## src/rtl/alu_exec_unit.sv

```systemverilog
// Execute stage behind the ALU control decoder. Single-cycle add/sub/and/or/nor/slt
// and an optional shift-add unsigned multiply, with valid/ready handshakes on both sides.
`timescale 1ns/1ps
module alu_exec_unit #(
    parameter int WIDTH  = 32,
    parameter bit MUL_EN = 1'b1
) (
    input  logic             CLK,
    input  logic             RST,
    input  logic             IN_VALID,
    output logic             IN_READY,
    input  logic [1:0]       ALU_OP,
    input  logic [5:0]       FUNCTION,
    input  logic [WIDTH-1:0] OPERAND_A,
    input  logic [WIDTH-1:0] OPERAND_B,
    output logic             OUT_VALID,
    input  logic             OUT_READY,
    output logic [WIDTH-1:0] RESULT,
    output logic [WIDTH-1:0] RESULT_HI,
    output logic             ZERO,
    output logic             ILLEGAL,
    output logic             BUSY
);
    localparam int CW = $clog2(WIDTH + 1);

    typedef enum logic [2:0] {
        OP_ADD, OP_SUB, OP_AND, OP_OR, OP_NOR, OP_SLT, OP_MULTU, OP_ILL
    } op_e;
    typedef enum logic {IDLE, MUL} state_e;

    state_e             state;
    op_e                op;
    logic [WIDTH-1:0]   alu_res;
    logic [CW-1:0]      count;
    logic [WIDTH-1:0]   mcand;
    logic [2*WIDTH-1:0] prod;
    logic [WIDTH:0]     mul_sum;
    logic [2*WIDTH-1:0] prod_next;
    logic               accept;

    assign IN_READY = (state == IDLE) && (!OUT_VALID || OUT_READY);
    assign accept   = IN_VALID && IN_READY;

    // NOTE: op gets a default before the case so every decode path assigns it; no latch.
    always_comb begin
        op = OP_ILL;
        case (ALU_OP)
            2'b00: op = OP_ADD;
            2'b01: op = OP_SUB;
            2'b10: begin
                case (FUNCTION)
                    6'b100000: op = OP_ADD;
                    6'b100010: op = OP_SUB;
                    6'b100100: op = OP_AND;
                    6'b100101: op = OP_OR;
                    6'b100111: op = OP_NOR;
                    6'b101010: op = OP_SLT;
                    6'b011001: op = MUL_EN ? OP_MULTU : OP_ILL;
                    default:   op = OP_ILL;
                endcase
            end
            default: op = OP_ILL;
        endcase
    end

    always_comb begin
        alu_res = '0;
        case (op)
            OP_ADD:  alu_res = OPERAND_A + OPERAND_B;
            OP_SUB:  alu_res = OPERAND_A - OPERAND_B;
            OP_AND:  alu_res = OPERAND_A & OPERAND_B;
            OP_OR:   alu_res = OPERAND_A | OPERAND_B;
            OP_NOR:  alu_res = ~(OPERAND_A | OPERAND_B);
            OP_SLT:  alu_res = {{(WIDTH-1){1'b0}}, ($signed(OPERAND_A) < $signed(OPERAND_B))};
            default: alu_res = '0;
        endcase
    end

    // Upper half accumulates the multiplicand, lower half shifts out multiplier bits.
    assign mul_sum   = {1'b0, prod[2*WIDTH-1:WIDTH]} + (prod[0] ? {1'b0, mcand} : '0);
    assign prod_next = {mul_sum, prod[WIDTH-1:1]};

    // NOTE: state updates use non-blocking assignments so every register samples pre-edge values.
    always_ff @(posedge CLK or posedge RST) begin
        if (RST) begin
            state     <= IDLE;
            OUT_VALID <= 1'b0;
            RESULT    <= '0;
            RESULT_HI <= '0;
            ZERO      <= 1'b0;
            ILLEGAL   <= 1'b0;
            BUSY      <= 1'b0;
            count     <= '0;
            mcand     <= '0;
            prod      <= '0;
        end else begin
            if (OUT_VALID && OUT_READY)
                OUT_VALID <= 1'b0;
            case (state)
                IDLE: begin
                    if (accept) begin
                        if (op == OP_MULTU) begin
                            mcand <= OPERAND_A;
                            prod  <= {{WIDTH{1'b0}}, OPERAND_B};
                            count <= CW'(WIDTH);
                            BUSY  <= 1'b1;
                            state <= MUL;
                        end else begin
                            RESULT    <= alu_res;
                            RESULT_HI <= '0;
                            ZERO      <= (alu_res == '0);
                            ILLEGAL   <= (op == OP_ILL);
                            OUT_VALID <= 1'b1;
                        end
                    end
                end
                MUL: begin
                    prod  <= prod_next;
                    count <= count - CW'(1);
                    // Last add/shift and writeback share an edge: WIDTH+1 cycles accept-to-valid.
                    if (count == CW'(1)) begin
                        RESULT    <= prod_next[WIDTH-1:0];
                        RESULT_HI <= prod_next[2*WIDTH-1:WIDTH];
                        ZERO      <= (prod_next[WIDTH-1:0] == '0);
                        ILLEGAL   <= 1'b0;
                        OUT_VALID <= 1'b1;
                        BUSY      <= 1'b0;
                        state     <= IDLE;
                    end
                end
                default: state <= IDLE;
            endcase
        end
    end
endmodule

```

## config.mk

```make
export PLATFORM = sky130hd
export DESIGN_NAME = alu_exec_unit
export DESIGN_NICKNAME = d
export VERILOG_FILES = /design/src/rtl/alu_exec_unit.sv
export SDC_FILE = /design/constraint.sdc
export NUM_CORES = 1
export LEC_CHECK = 0
export CAP_MARGIN = 0
export CELL_PAD_IN_SITES_DETAIL_PLACEMENT = 0
export CELL_PAD_IN_SITES_GLOBAL_PLACEMENT = 1
export CORE_MARGIN = 1
export CORE_UTILIZATION = 44
export DETAILED_ROUTE_END_ITERATION = 6
export PLACE_DENSITY = 0.84
export SYNTH_ARGS = -nofsm -noshare
export SYNTH_HDL_FRONTEND = slang
export SYNTH_SLANG_ARGS = --single-unit
```

## constraint.sdc

```tcl
create_clock -name CLK -period 7.04 [get_ports CLK]
set_input_delay 1.056 -clock CLK [delete_from_list [all_inputs] [get_ports CLK]]
set_output_delay 1.056 -clock CLK [all_outputs]
set_load 0.02 [all_outputs]
```

======== Yosys cells after proc, flatten, opt, wreduce, memory -nomap -nowiden ========
Cells that the tools add are included.
word-level totals
  word-level logic and storage cells ...... 91
  output and inout bits ................... 69
  register bits after elaboration ......... 171
  input port bits ......................... 76
cells by class
  reductions and logical operators ........ 13
  order comparisons ....................... 1
  bitwise logic cells ..................... 4
  add/sub/neg operators ................... 4
  muxes and demuxes ....................... 38
  eq/ne operators ......................... 21
operators by type and width
  operator                                              count
  2-to-1 mux 32 bit                                     7
  case mux 32 bit (6 select lines)                      1
  2-to-1 mux 64 bit                                     2
  case mux 32 bit (2 select lines)                      2
  case mux 64 bit (2 select lines)                      1
  zero test 32 bit                                      2
  equality test 6 bit (second input constant)           6
  adder 32 x 32 -> 33 bit                               1
  adder 32 bit                                          1
  bitwise AND 32 bit                                    1
  less-than comparator 32 bit                           1
  inverter 32 bit                                       1
  OR 32 bit                                             1
  subtractor 32 bit                                     1
  case mux 3 bit (7 select lines)                       1
  2-to-1 mux 1 bit                                      15
  equality test 3 bit (second input constant)           4
  2-to-1 mux 6 bit                                      2
  case mux 6 bit (2 select lines)                       1
  case mux 1 bit (2 select lines)                       5
  case mux 3 bit (3 select lines)                       1
  AND reduction 3 bit                                   3
  equality test 3 x 2 -> 1 bit (second input constant)  2
  equality test 6 x 1 -> 1 bit (second input constant)  1
  other kinds (14)                                      18

======== Logic depth before layout (Yosys ltp) ========
Gate-level depths: netlist of the first run.
  depth in word-level cells ............... 9
  mapped depth ............................ 15
  depth with buffers taken out ............ 15

======== Least setup slack after synthesis of the first run ========
OpenSTA, ideal clock, no wires.
  kind .................................... input to register
  start point ............................. in OPERAND_A[0]
  end point ............................... reg ZERO
  required time ........................... 6.948 ns
  setup slack ............................. 2.882 ns
  arrival ................................. 4.066 ns
  stages on the path ...................... 15
  buffers on the path ..................... 0
  setup time .............................. 0.092 ns
  cells stage by stage .................... inv_1 -> ha_1 -> inv_1 -> fa_1 -> nand2b_1 -> a2bb2oi_1 -> a41o_1 -> a2111oi_0 -> o21ai_1 -> a221o_1 -> a21bo_1 -> a211oi_1 -> nor4bb_1 -> nand4_1 -> o31ai_2
on the way
  cells in the longest elaborated chain, start to end .. 7
  elaborated cells between the ends (all ways) .. 11
  those cells by class .................... 2 x add/sub; 1 x order compare; 4 x mux; 3 x bitwise; 1 x reduce/logical
ends and longest elaborated chain
  element                                                                    line  RTL
  from (decl)                                                                14    input logic [WIDTH-1:0] OPERAND_A,
  parallel branches: the longest is 2 deep, another holds subtractor 32 bit  --
  case mux 32 bit (6 select lines) *                                         68    case (op)
  zero test 32 bit *                                                         111   ZERO <= (alu_res == '0);
  2-to-1 mux 1 bit *                                                         102   if (op == OP_MULTU) begin
  2-to-1 mux 1 bit *                                                         101   if (accept) begin
  case mux 1 bit (2 select lines) *                                          99    case (state)
  to (signal assigned)                                                       111
  to (signal assigned)                                                       124   ZERO <= (prod_next[WIDTH-1:0] == '0);
  to (decl)                                                                  20    output logic ZERO,
Every way passes the cells marked *. The select of a mux whose other input is x is not followed.
A chain may end at the register's enable or synchronous reset.

======== Worst setup path after layout of the first run ========
  start point ............................. in OPERAND_A[6]
  end point ............................... reg ZERO
Same word-level chain as after synthesis.

==> out/metrics.yaml, run 1 <==
max-slew-margin-rel: 0.2274
avgRoutedWirePerCell_um: 22.10
finalSetupViolCount: 0
cts_buffers: 17
wl_met3_um: 3323
netlist-cell-type-count: 91
synth_nets: 1918
placementRows: 64
grt_first_pass_wirelength_um: 75600
die_w_um: 180.0
final_hold_viol_count: 0
insertion_delay_ns: 0.44
clock_sinks: 171
wirelength_um: 48610
p_sw_frac: 0.3084
post-route-util: 0.5276
p_int_mw: 1.761
grt_usage: 0.3005
clock_skew_ns: 0.01657
syn_area_um2: 13930
port_buffers: 144
regToRegStartpoint: "prod[0]"
ys_seq_area_frac: 0.3071
cts_resized: 0
clockPowerShare: 0.394
violations: "DRC"
worst_setup_path_start_kind: "input port"
hold_start: "mcand[24]"
drv_slew: 0
antenna_cells: 0
ant_nets: 0
fp.dieH_um: 180.0
fin_ws_ns: 1.817
pwr-share-comb: 0.220
h-tree-depth: 4
first_iter_violations: 1190
start_util: 0.4508
path_class: "in2reg"
cts_buffer_depth: 2
placed_area_um2: 15690
tightestPinTransition_ns: 1.156
post_cts_buffers: 0
vias: 13430
place_ws_ns: 1.500
drcViolationCount: 9
place_congestion: 0.9653
seqPwrFrac: 0.386
hold_path_class: "reg2reg"
final_layout_size_suffix_gt1_frac: 0.04767
avgSynthCellArea_um2: 8.186
synth-main-ff-cell: "dfrtp_1"
clkTransAtPathRegs_ns: 0.07
status: "finished with violations"
synth_top_area_frac: 0.3071
dr_wl_met2_um: 21650
grt_max_degree: 86
die-area_um2: 32380
cap_violations: 0
p_leak_nw: 7.517
ys_ff_latch: 171
synth_cells: 1702
dpl.hpwl_um: 37120
max_freq_ghz: 0.1914
post_cts_hold_buffer_count: 0
viasPerCell: 6.102
grt_pass1_vias: 12900
top_layer_used: "met4"
cts_tree: "built"
root_buffer: "clkbuf_16"
p_switching_mw: 0.7853
cp.arrival_ns: 5.57
boundaryPins: 145
drt-pass1-iter-count: 7
end_kind: "register"
area_delta_synth_final_pct: 17.04
fin_area_um2: 16310
min_period_ns: 5.223
synth_area_leaders: "dfrtp_1, ha_1, nand2_1"
crit_fanout: 10
fin_tns_setup_ns: 0
antenna_found_initial: 0
critical_path.startpoint: "OPERAND_A[6]"
post-route-period-util: 0.7420
power_density_nw_per_um2: 156.2
rsz0062_at_grt: "false"
vdd_ir_drop_max_mv: 0.1281
required_ns: 7.39
synthArstFlopShare: 1.000
fin_nets: 2007
grt_overflow: 0
synth-edff-count: 0
synth_top_area_cell: "dfrtp_1"
wl_met1_um: 22650
core_area_um2: 30910
yosysWarnings: 0
==> power by group through the flow <==
stage               sequential, mW  clock, mW  combinational [mW]
finish                       0.982       1.00               0.561
global route                 0.981       1.05               0.604
CTS                          0.982       1.02               0.545
detailed placement            1.00          0               0.543
global placement              1.00          0               0.544
floorplan                     1.00          0               0.345
==> sequential cells by signal, summed over array words and instances (netlist names) <==
name,cells
prod,64
RESULT,32
RESULT_HI,32
mcand,32
count,6
BUSY,1
ILLEGAL,1
OUT_VALID,1
ZERO,1
state,1
==> cells in the final DEF, fill, tap and decap left out, types with 17 or more instances in the layout <==
master | synthesis | layout
ha_1 | 137 | 137
clkbuf_16 | 0 | 17
nor3_1 | 26 | 26
clkdlybuf4s50_1 | 0 | 144
a221o_1 | 42 | 42
dfrtp_1 | 171 | 170
nand3_1 | 28 | 28
nand2_1 | 242 | 242
a211oi_1 | 23 | 23
buf_4 | 0 | 20
a21o_1 | 30 | 30
and2_1 | 44 | 44
o21ai_0 | 148 | 148
nor4_1 | 22 | 22
xnor2_1 | 38 | 38
mux2i_1 | 31 | 31
a21oi_1 | 98 | 98
inv_1 | 116 | 115
nor2_1 | 123 | 122
==> cell families (layout without fill, tap and decap cells) <==
group,count (synthesis),count (layout),synth area share
and+or+nand+nor,559,559,0.1853
AOI/OAI and AO/OA,537,537,0.2645
buffers and inverters,211,313,0.05936
DFF,171,171,0.3071
adders and majority gates,140,140,0.1273
xor gates and xnor gates,49,49,0.03080
muxes,35,35,0.02550
==> synthesized netlist by cell type (30+ instances only) <==
master,count
nand2_1,242
ha_1,137
a221o_1,42
o21ai_0,148
and2_1,44
mux2i_1,31
a21oi_1,98
xnor2_1,38
nor2_1,123
a21o_1,30
clkbuf_1,63
inv_1,116
dfrtp_1,171
==> per-layer routing <==
layer,GRT usage,up-vias
met4,0.08345,0
li1,-,6285
met3,0.04822,76
met1,0.4316,6510
met2,0.4651,554
met5,0,-
==> critical path, cell delays in order <==
cell and delay (ns):
clkdlybuf4s50_1 0.53, inv_1 0.08, ha_1 0.48, a2111oi_2 0.34, o21ai_0 0.25, a31oi_1 0.43, o21ai_1 0.24, a41oi_2 0.30
a211oi_1 0.13, a2111oi_0 0.63, o311ai_0 0.33, or4_1 0.56, o31ai_2 0.19
==> final timing paths <==
kind | endpoint | slack (ns) | cells after the start
max in group asynchronous | count[1] | 4.83 | 3
max | ZERO | 1.82 | 13
min in group asynchronous | RESULT_HI[6] | 1.10 | 2
max reg2reg | RESULT_HI[29] | 2.64 | 14
min reg2reg | mcand[24] | 0.47 | 2
min | mcand[24] | 0.47 | 2
==> stage by stage <==
| stage | cells | power (mW) | hold slack (ns) |
|---|---|---|---|
| after floorplan | 1702 | 1.346 | 0.4424 |
| after global placement | 2168 | 1.544 | 0.4561 |
| after detailed placement | 2168 | 1.543 | 0.4620 |
| after CTS | 2200 | 2.544 | 0.4780 |
| after global routing | 2200 | 2.639 | 0.4967 |
| final | 2200 | 2.547 | 0.4729 |
==> area by class of cell <==
class	count	area, um^2
clock buffers	18	439.2
clock inverters	14	183.9
fillers	2994	14600
inverters	117	444.2
multi-input cells	1320	8874
flip-flops and latches	171	4280
well taps	396	495.5
repair buffers	164	1592
Note: power is estimated with default switching activity, not from simulation.
==> run 2, diff against run 1 <==
--- a/config.mk
+++ b/config.mk
@@ -9,9 +9,9 @@
 export CELL_PAD_IN_SITES_DETAIL_PLACEMENT = 0
 export CELL_PAD_IN_SITES_GLOBAL_PLACEMENT = 1
 export CORE_MARGIN = 1
-export CORE_UTILIZATION = 44
+export CORE_UTILIZATION = 40
 export DETAILED_ROUTE_END_ITERATION = 6
-export PLACE_DENSITY = 0.84
+export PLACE_DENSITY = 0.81
 export SYNTH_ARGS = -nofsm -noshare
 export SYNTH_HDL_FRONTEND = slang
 export SYNTH_SLANG_ARGS = --single-unit
==> constraint.sdc (replaced) <==
create_clock -name CLK -period 4.4 [get_ports CLK]
set_input_delay 0.66 -clock CLK [delete_from_list [all_inputs] [get_ports CLK]]
set_output_delay 0.66 -clock CLK [all_outputs]
set_load 0.02 [all_outputs]
==> run 2 against run 1 <==
  * The flow now finishes without violations
  * Register-to-register slack worse by 2.1 ns
  * Largest cell class unchanged
  * Utilization is 0.36 points higher
  * Count of clock-buffer cells in the layout rose by 1
  * Sequential power grew 60%
  * Wire length up 2.1%
  * Sequential share of layout area shrank 2.5 points
  * Global-route usage is 1.8 points lower
  * Sequential cell count is the same
  * Non-clock buffer count grew 215
==> out/metrics.yaml, run 2 (synthesis gave the netlist of run 1 again) <==
status: "complete, no violations"
cts_buffers: 17
drv_slew: 0
fin_nets: 2222
viasPerCell: 5.673
hold-worst-slack_ns: 0.4700
avgRoutedWirePerCell_um: 20.13
grt_overflow: 0
fin_ws_ns: 0.1542
crit_fanout: 5
cp.arrival_ns: 4.59
drcViolationCount: 0
hold_path_class: "reg2reg"
final_layout_size_suffix_gt1_frac: 0.1497
fin_tns_setup_ns: 0
tightestPinTransition_ns: 1.149
placementRows: 67
h-tree-depth: 4
grt_usage: 0.2827
vdd_ir_drop_max_mv: 0.2184
p_total_mw: 4.158
layout_commonest_cell: "nand2_1"
max-slew-margin-rel: 0.2322
die-area_um2: 35580
post-route-util: 0.5312
clock_sinks: 171
clkTransAtPathRegs_ns: 0.07
ant_nets: 0
final_hold_viol_count: 0
grt_max_degree: 122
rr_worst_depth: 13
path_class: "in2reg"
place_ws_ns: -0.4828
antenna_found_initial: 1
required_ns: 4.75
finalSetupViolCount: 0
max_freq_ghz: 0.2355
dp_cells: 2435
dpl.hpwl_um: 39460
grt_pass1_vias: 13630
wirelength_um: 49640
end_kind: "register"
antenna_cells: 0
vias: 13990
hold_depth: 2
port_buffers: 144
clock_skew_ns: 0.007509
cts_tree: "built"
largest_register_ffs: 64
fp.dieH_um: 188.6
layout_common_cells: "nand2_1, buf_4, dfrtp_1, o21ai_0, clkdlybuf4s50_1"
area_delta_synth_final_pct: 29.11
power_density_nw_per_um2: 231.1
insertion_delay_ns: 0.43
worst_setup_path_start_kind: "input port"
post-route-period-util: 0.9650
fill_cells: 3218
start_util: 0.4114
rsz0062_at_grt: "true"
die_w_um: 188.6
place_congestion: 0.9605
drt-pass1-iter-count: 6
top_register: "prod"
min_period_ns: 4.246
root_buffer: "clkbuf_16"
core_area_um2: 33870
grt_first_pass_wirelength_um: 78040
cap_violations: 0
cts_buffer_depth: 2
post_cts_buffers: 0
placed_area_um2: 17410
fin_cells: 2466
p_leak_nw: 8.546
first_iter_violations: 1305
fin_area_um2: 17990
boundaryPins: 145
-- run 2: worst paths after layout --
path                            endpoint    startpoint  slack (ns)
min reg2reg                    mcand[29]     mcand[29]        0.47
min in group asynchronous  RESULT_HI[18]           RST        0.75
min                            mcand[29]     mcand[29]        0.47
max reg2reg                     prod[62]       prod[0]        0.56
max                           RESULT[31]  OPERAND_A[0]        0.15
max in group asynchronous  RESULT_HI[23]           RST        2.76
-- run 2: per-layer routing --
metal / part of all wire / track usage / vias to the layer above
met1: 0.47 / 0.4056 / 6649
li1: - / - / 6742
met4: 0.020 / 0.07165 / 0
met3: 0.065 / 0.03092 / 61
met2: 0.45 / 0.4509 / 538
met5: 0 / 0 / -
-- run 2: layout make-up --
type	instances	area (um^2)	area share
Tap cell	448	560.5	0.03116
Sequential cell	171	4280	0.2379
Clock buffer	19	442.9	0.02462
Inverter	117	442.9	0.02462
Timing Repair Buffer	379	3256	0.1810
Clock inverter	12	115.1	0.006399
Multi-Input combinational cell	1320	8892	0.4943
-- run 2: power breakdown --
group                  switching [mW]  total, mW  internal, mW
registers      0.00000000000000000981       1.57          1.57
clock network                   0.639       1.44         0.798
logic                           0.633       1.15         0.516
total                            1.27       4.16          2.89
-- run 2: what timing repair did --
item | CTS | global route
hold buffers | 0 | 0
pin swaps | 0 | 1
resized for setup | 1 | 5
gates cloned | 0 | 0
setup endpoints to repair | 1 | 4
-- run 2: worst max-delay path: stages --
cell and delay [ns]:
clkdlybuf4s50_1 0.56, inv_1 0.10, ha_1 0.23, buf_4 0.13
o21ba_2 0.20, a2111o_1 0.47, a21oi_2 0.28, and3_1 0.39
o31a_1 0.27, or2_1 0.17, and3_1 0.18, nor2_1 0.05
o311ai_1 0.40, buf_4 0.19, mux2i_1 0.13, o21ai_0 0.19
